`config.mk`:
```
export PLATFORM = sky130hd
export DESIGN_NAME = key_conditioner
export DESIGN_NICKNAME = d
export VERILOG_FILES = /design/src/rtl/key_conditioner_pkg.sv /design/src/rtl/key_channel.sv /design/src/rtl/key_conditioner.sv
export SDC_FILE = /design/constraint.sdc
export NUM_CORES = 1
export LEC_CHECK = 0
export CAP_MARGIN = 10
export CORE_MARGIN = 4
export CORE_UTILIZATION = 45
export DETAILED_ROUTE_END_ITERATION = 8
export PLACE_DENSITY = 0.64
export SETUP_SLACK_MARGIN = 0.15
export SYNTH_ARGS = -nofsm -noshare
export SYNTH_HDL_FRONTEND = slang
export SYNTH_SLANG_ARGS = --single-unit
```
`constraint.sdc`:
```
create_clock -name clk -period 4.4 [get_ports clk]
set_clock_uncertainty 0.05 [all_clocks]
set_input_delay 1.1 -clock clk [delete_from_list [all_inputs] [get_ports clk]]
set_output_delay 1.1 -clock clk [all_outputs]
set_load 0.05 [all_outputs]
```
`src/rtl/key_conditioner_pkg.sv`:
```
// ---------------------------------------------------------------------------
// key_conditioner_pkg
//
// Shared definitions for the front-button conditioner of the fryer
// controller: the hold-state encoding used by every channel, the default
// parameter values of the block, and a small helper that sizes the hold
// counter.
//
// Contents:
//   hold_state_t      RELEASED=0, HELD=1, REPEAT=2 (2 bits)
//   DEF_*             default parameter values for key_conditioner
//   max_of()          larger of two integers
//   hold_cnt_width()  width of the per-channel hold tick counter
// ---------------------------------------------------------------------------
package key_conditioner_pkg;

    localparam int DEF_N_KEYS       = 8;
    localparam int DEF_CNT_NUM      = 4;
    localparam int DEF_T_TICK       = 50000;
    localparam int DEF_REPEAT_DELAY = 50;
    localparam int DEF_REPEAT_RATE  = 10;

    // Hold tracking of one key: idle, pressed but not yet repeating, and
    // repeating. The encoding is fixed so it can be observed on a debug bus.
    typedef enum logic [1:0] {
        RELEASED = 2'd0,
        HELD     = 2'd1,
        REPEAT   = 2'd2
    } hold_state_t;

    function automatic int max_of(input int a, input int b);
        return (a > b) ? a : b;
    endfunction

    // The hold counter has to reach the larger of the two tick intervals
    // minus one, so one spare code keeps it wide enough for both.
    function automatic int hold_cnt_width(input int delay, input int rate);
        return $clog2(max_of(delay, rate) + 1);
    endfunction

endpackage

```
`src/rtl/key_channel.sv`:
```
// ---------------------------------------------------------------------------
// key_channel
//
// One button channel: two-flop synchroniser, counting debouncer, hold /
// auto-repeat state machine and the enable gating of the event pulses.
//
// Parameters:
//   CNT_NUM       synchronised samples that must disagree before a flip
//   REPEAT_DELAY  ticks held before the first repeat
//   REPEAT_RATE   ticks between later repeats
//
// Ports:
//   clk          in   system clock, rising edge
//   rst          in   synchronous active-high reset
//   key_raw      in   asynchronous button level, 1 = pressed
//   key_en       in   pulses allowed when 1
//   tick         in   one-cycle hold tick from the shared prescaler
//   key_level    out  debounced level (never masked)
//   key_press    out  one-cycle pulse on debounced rise, gated
//   key_release  out  one-cycle pulse on debounced fall, gated
//   key_act      out  one-cycle pulse on press and on each repeat, gated
//   key_long     out  high while repeating (never masked)
// ---------------------------------------------------------------------------
module key_channel
    import key_conditioner_pkg::*;
#(
    parameter int CNT_NUM      = DEF_CNT_NUM,
    parameter int REPEAT_DELAY = DEF_REPEAT_DELAY,
    parameter int REPEAT_RATE  = DEF_REPEAT_RATE
) (
    input  logic clk,
    input  logic rst,
    input  logic key_raw,
    input  logic key_en,
    input  logic tick,
    output logic key_level,
    output logic key_press,
    output logic key_release,
    output logic key_act,
    output logic key_long
);

    localparam int CNT_W  = $clog2(CNT_NUM);
    localparam int HOLD_W = hold_cnt_width(REPEAT_DELAY, REPEAT_RATE);

    localparam logic [CNT_W-1:0]  CNT_LAST   = CNT_W'(CNT_NUM - 1);
    localparam logic [HOLD_W-1:0] DELAY_LAST = HOLD_W'(REPEAT_DELAY - 1);
    localparam logic [HOLD_W-1:0] RATE_LAST  = HOLD_W'(REPEAT_RATE - 1);

    logic              sync_1;
    logic              sync_2;
    logic [CNT_W-1:0]  deb_cnt;

    hold_state_t       hold_state;
    logic [HOLD_W-1:0] hold_cnt;

    logic deb_flip;
    logic deb_rise;
    logic deb_fall;
    logic hold_hit;
    logic repeat_ev;

    // Event decode for this cycle. A flip happens on the CNT_NUM-th
    // consecutive disagreeing sample, so the rise/fall events line up with
    // the edge on which key_level itself changes. A repeat that lands on
    // the same cycle as a debounced fall is suppressed: the key is already
    // gone by the time the repeat would be seen.
    always_comb begin
        deb_flip = (sync_2 != key_level) && (deb_cnt == CNT_LAST);
        deb_rise = deb_flip && sync_2;
        deb_fall = deb_flip && !sync_2;
        hold_hit = 1'b0;
        case (hold_state)
            HELD:    hold_hit = tick && (hold_cnt == DELAY_LAST);
            REPEAT:  hold_hit = tick && (hold_cnt == RATE_LAST);
            default: hold_hit = 1'b0;
        endcase
        repeat_ev = hold_hit && !deb_fall;
    end

    // Synchroniser and debouncer. The raw pin passes two flops before it is
    // trusted; the counter then runs only while the synchronised sample
    // disagrees with the stable level, and any agreeing sample throws the
    // partial count away so short bounces never reach key_level.
    always_ff @(posedge clk) begin
        if (rst) begin
            sync_1    <= 1'b0;
            sync_2    <= 1'b0;
            key_level <= 1'b0;
            deb_cnt   <= '0;
        end else begin
            sync_1 <= key_raw;
            sync_2 <= sync_1;
            if (sync_2 == key_level) begin
                deb_cnt <= '0;
            end else if (deb_cnt == CNT_LAST) begin
                key_level <= sync_2;
                deb_cnt   <= '0;
            end else begin
                deb_cnt <= deb_cnt + CNT_W'(1);
            end
        end
    end

    // Hold state machine with registered, enable-gated pulses. Ticks are
    // only counted once the key is in HELD, so a tick in the very cycle of
    // the debounced rise does not shorten the first repeat delay. The
    // enable is applied at the moment the event happens; a masked event is
    // simply lost, while the hold tracking carries on regardless so that
    // re-enabling mid-hold picks up the repeat cadence already running.
    always_ff @(posedge clk) begin
        if (rst) begin
            hold_state  <= RELEASED;
            hold_cnt    <= '0;
            key_press   <= 1'b0;
            key_release <= 1'b0;
            key_act     <= 1'b0;
            key_long    <= 1'b0;
        end else begin
            key_press   <= deb_rise && key_en;
            key_release <= deb_fall && key_en;
            key_act     <= (deb_rise || repeat_ev) && key_en;
            case (hold_state)
                RELEASED: begin
                    if (deb_rise) begin
                        hold_state <= HELD;
                        hold_cnt   <= '0;
                    end
                end
                HELD: begin
                    if (deb_fall) begin
                        hold_state <= RELEASED;
                        hold_cnt   <= '0;
                        key_long   <= 1'b0;
                    end else if (tick) begin
                        if (hold_cnt == DELAY_LAST) begin
                            hold_state <= REPEAT;
                            hold_cnt   <= '0;
                            key_long   <= 1'b1;
                        end else begin
                            hold_cnt <= hold_cnt + HOLD_W'(1);
                        end
                    end
                end
                REPEAT: begin
                    if (deb_fall) begin
                        hold_state <= RELEASED;
                        hold_cnt   <= '0;
                        key_long   <= 1'b0;
                    end else if (tick) begin
                        if (hold_cnt == RATE_LAST) begin
                            hold_cnt <= '0;
                        end else begin
                            hold_cnt <= hold_cnt + HOLD_W'(1);
                        end
                    end
                end
                default: begin
                    hold_state <= RELEASED;
                    hold_cnt   <= '0;
                    key_long   <= 1'b0;
                end
            endcase
        end
    end

endmodule

```
`src/rtl/key_conditioner.sv`:
```
// ---------------------------------------------------------------------------
// key_conditioner
//
// Multi-channel front-button conditioner sitting between the board button
// pins and the fryer mode/time FSM. Each channel is synchronised and
// debounced, produces press/release/activity pulses, supports hold
// auto-repeat and can be masked per channel.
//
// Parameters:
//   N_KEYS        number of channels
//   CNT_NUM       debounce sample count (>= 2)
//   T_TICK        clk cycles per hold tick (>= 2)
//   REPEAT_DELAY  ticks before the first repeat (>= 1)
//   REPEAT_RATE   ticks between later repeats (>= 1)
//
// Ports:
//   clk          in   system clock, rising edge
//   rst          in   synchronous active-high reset
//   key_raw      in   [N_KEYS] asynchronous button levels, 1 = pressed
//   key_en       in   [N_KEYS] per-channel pulse enable
//   key_level    out  [N_KEYS] debounced levels (not masked)
//   key_press    out  [N_KEYS] press pulses, gated by key_en
//   key_release  out  [N_KEYS] release pulses, gated by key_en
//   key_act      out  [N_KEYS] press and repeat pulses, gated by key_en
//   key_long     out  [N_KEYS] high from first repeat until release
// ---------------------------------------------------------------------------
module key_conditioner
    import key_conditioner_pkg::*;
#(
    parameter int N_KEYS       = DEF_N_KEYS,
    parameter int CNT_NUM      = DEF_CNT_NUM,
    parameter int T_TICK       = DEF_T_TICK,
    parameter int REPEAT_DELAY = DEF_REPEAT_DELAY,
    parameter int REPEAT_RATE  = DEF_REPEAT_RATE
) (
    input  logic              clk,
    input  logic              rst,
    input  logic [N_KEYS-1:0] key_raw,
    input  logic [N_KEYS-1:0] key_en,
    output logic [N_KEYS-1:0] key_level,
    output logic [N_KEYS-1:0] key_press,
    output logic [N_KEYS-1:0] key_release,
    output logic [N_KEYS-1:0] key_act,
    output logic [N_KEYS-1:0] key_long
);

    localparam int PRE_W = $clog2(T_TICK);
    localparam logic [PRE_W-1:0] PRE_LAST = PRE_W'(T_TICK - 1);

    logic [PRE_W-1:0] pre_cnt;
    logic             tick;

    // Shared hold-tick prescaler. One counter serves every channel, so all
    // channels see the same tick phase; a key's first repeat therefore
    // carries up to one tick period of jitter depending on when it was
    // pressed relative to this counter.
    always_ff @(posedge clk) begin
        if (rst) begin
            pre_cnt <= '0;
        end else if (pre_cnt == PRE_LAST) begin
            pre_cnt <= '0;
        end else begin
            pre_cnt <= pre_cnt + PRE_W'(1);
        end
    end

    assign tick = (pre_cnt == PRE_LAST);

    // One independent conditioner per button.
    generate
        for (genvar g = 0; g < N_KEYS; g++) begin : g_ch
            key_channel #(
                .CNT_NUM      (CNT_NUM),
                .REPEAT_DELAY (REPEAT_DELAY),
                .REPEAT_RATE  (REPEAT_RATE)
            ) u_channel (
                .clk         (clk),
                .rst         (rst),
                .key_raw     (key_raw[g]),
                .key_en      (key_en[g]),
                .tick        (tick),
                .key_level   (key_level[g]),
                .key_press   (key_press[g]),
                .key_release (key_release[g]),
                .key_act     (key_act[g]),
                .key_long    (key_long[g])
            );
        end
    endgenerate

endmodule

```
==> summary.txt <==
Clock network
  • CTS Hold Buffers Added: 0
  • Total clock buffers created by CTS: 17
  • Clk sinks: 152
  • TritonCTS clock tree: yes
  • Resized Gates After CTS: 0
  • H-tree levels: 4
  • Clock root buffer: clkbuf_16
  • # Post-CTS Setup Buffers: 0
  • Clock slew at reported path FFs: 0.06 ns
  • Clock buffer depth: 2
  • Worst-skew pair later-pin latency: about 0.42 ns

Flow run
  • Max-Cap Viols: 0

Routing
  • Vias: slightly above 6000
  • DRC errors left: 0
  • Antenna viol nets, final: 0
  • Routed vias/inst: 5.40
  • WL/cell: 13.4 um
  • Initial DRC Count: about 330
  • DR pass1 iterations: 5
  • Routed WL: approximately 15 mm

Layout
  • Layout cells sized above 1: between 5 and 6%
  • Final cell count without fillers: 1154
  • Most frequent cells in the layout: 152 x dfxtp_1, 80 x nor2_1, 60 x nand2_1
  • Register area: 0.00304 mm^2
  • Antenna diodes: 0
  • Nets: ~1000
  • Multi-input gate area in the final layout: roughly 0.0042 mm^2
  • Final instance area: ~0.009 mm^2
  • # fillers: around 1500
  • Commonest non-fill, non-tap cell in the layout: dfxtp_1
  • Area grow syn2layout: 14.5%

Placement
  • GP Congestion: 0.835
  • Port bufs: 57
  • Area after DPL: approximately 0.0083 mm^2
  • Hpwl dp: between 10 and 15 mm
  • Post-Place Cells: between 1000 and 1500

Synthesis
  • Synthesized instance count: 896
  • Post-synthesis async set-or-reset flop share: 0%
  • Most common flop cell mapped by yosys: dfxtp_1
  • Synth Net Count: about 960
  • Yosys Warn Count: 0
  • Post-synthesis cell area: between 0.007 and 0.008 mm^2
  • Count of cell types in the netlist: 65
  • Syn_area_per_cell: approximately 8.7 um^2
  • Sequential fraction of the synthesis area: about two fifths
  • Yosys reg bits: between 150 and 200
  • Post-synth EDFFs: 0

STA
  • Slew Limit Headroom: 40.2%
  • Final hold violations: 0
  • RSZ-0062 raised after global routing: false
  • Endpoints failing setup: 0
  • Fin crit period: between 2 and 3 ns
  • Tcrit/Tclk final: between 60% and 70%
  • Setup TNS: 0 ns
  • Fmax: approximately 0.34 GHz
  • Worst slew pin tran: ~0.90 ns
  • Fin. max-slew vios: 0

Global route
  • Initial antenna violation count: 0
  • Number of global-route vias before repair: approximately 5900
  • Largest net degree at the start of global routing: 33
  • First-pass GRT wire length: 26.7 mm
  • Gr usage total: about 16%
  • Gr ovfl total: 0

Power and ir drop
  • VDD IR max: between 0.2 and 0.3 mV
  • Pwr dens: between 300 and 400 mW/mm^2
  • Static Leakage: between 0.003 and 0.004 uW

Setup path
  • Arrival @ worst endpoint: about 3.2 ns
  • Critical path required time: around 4.7 ns
  • Critical path fanouts, max: 25
  • WS Path Type: flip-flop to flip-flop
  • Flop-to-flop setup slack: ~1.5 ns
  • Length in cells of the worst reg-to-reg path: 5
  • Crit path launch type: flip-flop
  • Crit. End Element: flip-flop

Floorplanning
  • I/O Pins: 58
  • Core ar.: roughly 0.017 mm^2
  • Die span in x: about 140 um
  • Full die area: approximately 0.02 mm^2
  • Row cnt: 47
  • Die height: between 100 and 150 um
  • Initial core utilization: 46.5%

Worst hold path
  • Worst hold stages: 1
  • HP Class: flip-flop to flip-flop

Status
  • Status: completed
## through the flow
step,total power (uW),hold WS [ns],worst slack (ns),util (%)
floorplan,1590,0.347,1.95,-
global placement,1640,0.357,1.51,49.5
detailed placement,1640,0.360,1.43,49.5
CTS,3170,0.370,1.48,53.3
global route,3260,0.378,1.31,53.3
finish,3130,0.367,1.47,53.3
## cell type report
cell class / count / area share, %
multi-input cells: 637 / 47.0
flip-flops and latches: 152 / 34.0
repair buffers: 64 / 6.90
clock buffers: 26 / 5.79
well taps: 220 / 3.07
inverters: 49 / 2.05
clock inverters: 6 / 1.23
## cells in the mapped netlist (11+ instances only)
library cell	n	area [um^2]
dfxtp_1	152	3040
nor2_1	80	300
nand2_1	60	225
a21oi_1	57	285
ha_1	49	613
inv_1	49	184
o21ai_0	49	245
buf_4	40	300
nand3_1	31	155
nor2b_1	26	163
or3_1	21	131
nand3b_1	19	143
mux2i_1	15	150
xor2_1	15	131
o211ai_1	14	105
xnor2_1	14	123
a211oi_1	13	97.6
nor3_1	12	60.1
nor3b_1	12	90.1
and3_1	11	68.8
clkbuf_1	11	41.3
nand2b_1	11	68.8
o31ai_1	11	82.6
## path summary, 6_finish.rpt
check                                                              from                                          to
worst max-delay path                              pre_cnt[9]$_SDFF_PP0_  g_ch[6].u_channel.hold_cnt[1]$_SDFFE_PP0P_
worst min-delay path            g_ch[7].u_channel.deb_cnt[0]$_SDFF_PP0_     g_ch[7].u_channel.deb_cnt[0]$_SDFF_PP0_
worst max register to register                    pre_cnt[9]$_SDFF_PP0_  g_ch[6].u_channel.hold_cnt[1]$_SDFFE_PP0P_
worst min register to register  g_ch[7].u_channel.deb_cnt[0]$_SDFF_PP0_     g_ch[7].u_channel.deb_cnt[0]$_SDFF_PP0_
## worst max-delay path, stage by stage (launching register included)
cell	delay (ns)
dfxtp_1	0.42
or4b_4	0.52
or4_1	0.97
a21o_1	0.40
or3_1	0.36
a21oi_1	0.14
## logic make-up (layout without fill, tap and decap cells)
kind of cell	after synthesis	in the layout	share of synthesized area [%]
AOI/OAI and AO/OA	202	202	16.5
xor gates and xnor gates	29	29	3.25
adders and majority gates	49	49	7.84
buffers and inverters	107	145	7.29
DFF	152	152	38.9
muxes	15	15	1.92
and+or+nand+nor	342	342	24.4
## registers in the layout, summed over array words and instances (netlist names)
| signal | flops |
|---|---|
| g_ch.u_channel.deb_cnt | 16 |
| g_ch.u_channel.hold_cnt | 48 |
| g_ch.u_channel.sync_2 | 8 |
| g_ch.u_channel.key_release | 8 |
| g_ch.u_channel.hold_state | 16 |
| g_ch.u_channel.key_level | 8 |
| g_ch.u_channel.key_press | 8 |
| pre_cnt | 16 |
| g_ch.u_channel.key_act | 8 |
| g_ch.u_channel.key_long | 8 |
| g_ch.u_channel.sync_1 | 8 |
## where the power goes
group	leakage (uW)	total (uW)	switching, uW	internal (uW)
combinational	0.00158	193	116	77.4
sequential	0.00123	1420	19.1	1400
clock	0.000303	1510	529	983
## routing by layer
metal  part of all wire, %  global-route usage, %  vias to the layer above
li1                      -                      -                     3222
met1                    49                   20.9                     2896
met2                    46                   26.0                       92
met3                   3.4                   3.67                       19
met4                   1.5                   5.86                        0
met5                     0                      0                        -
Power figures use the tool's default switching activity.
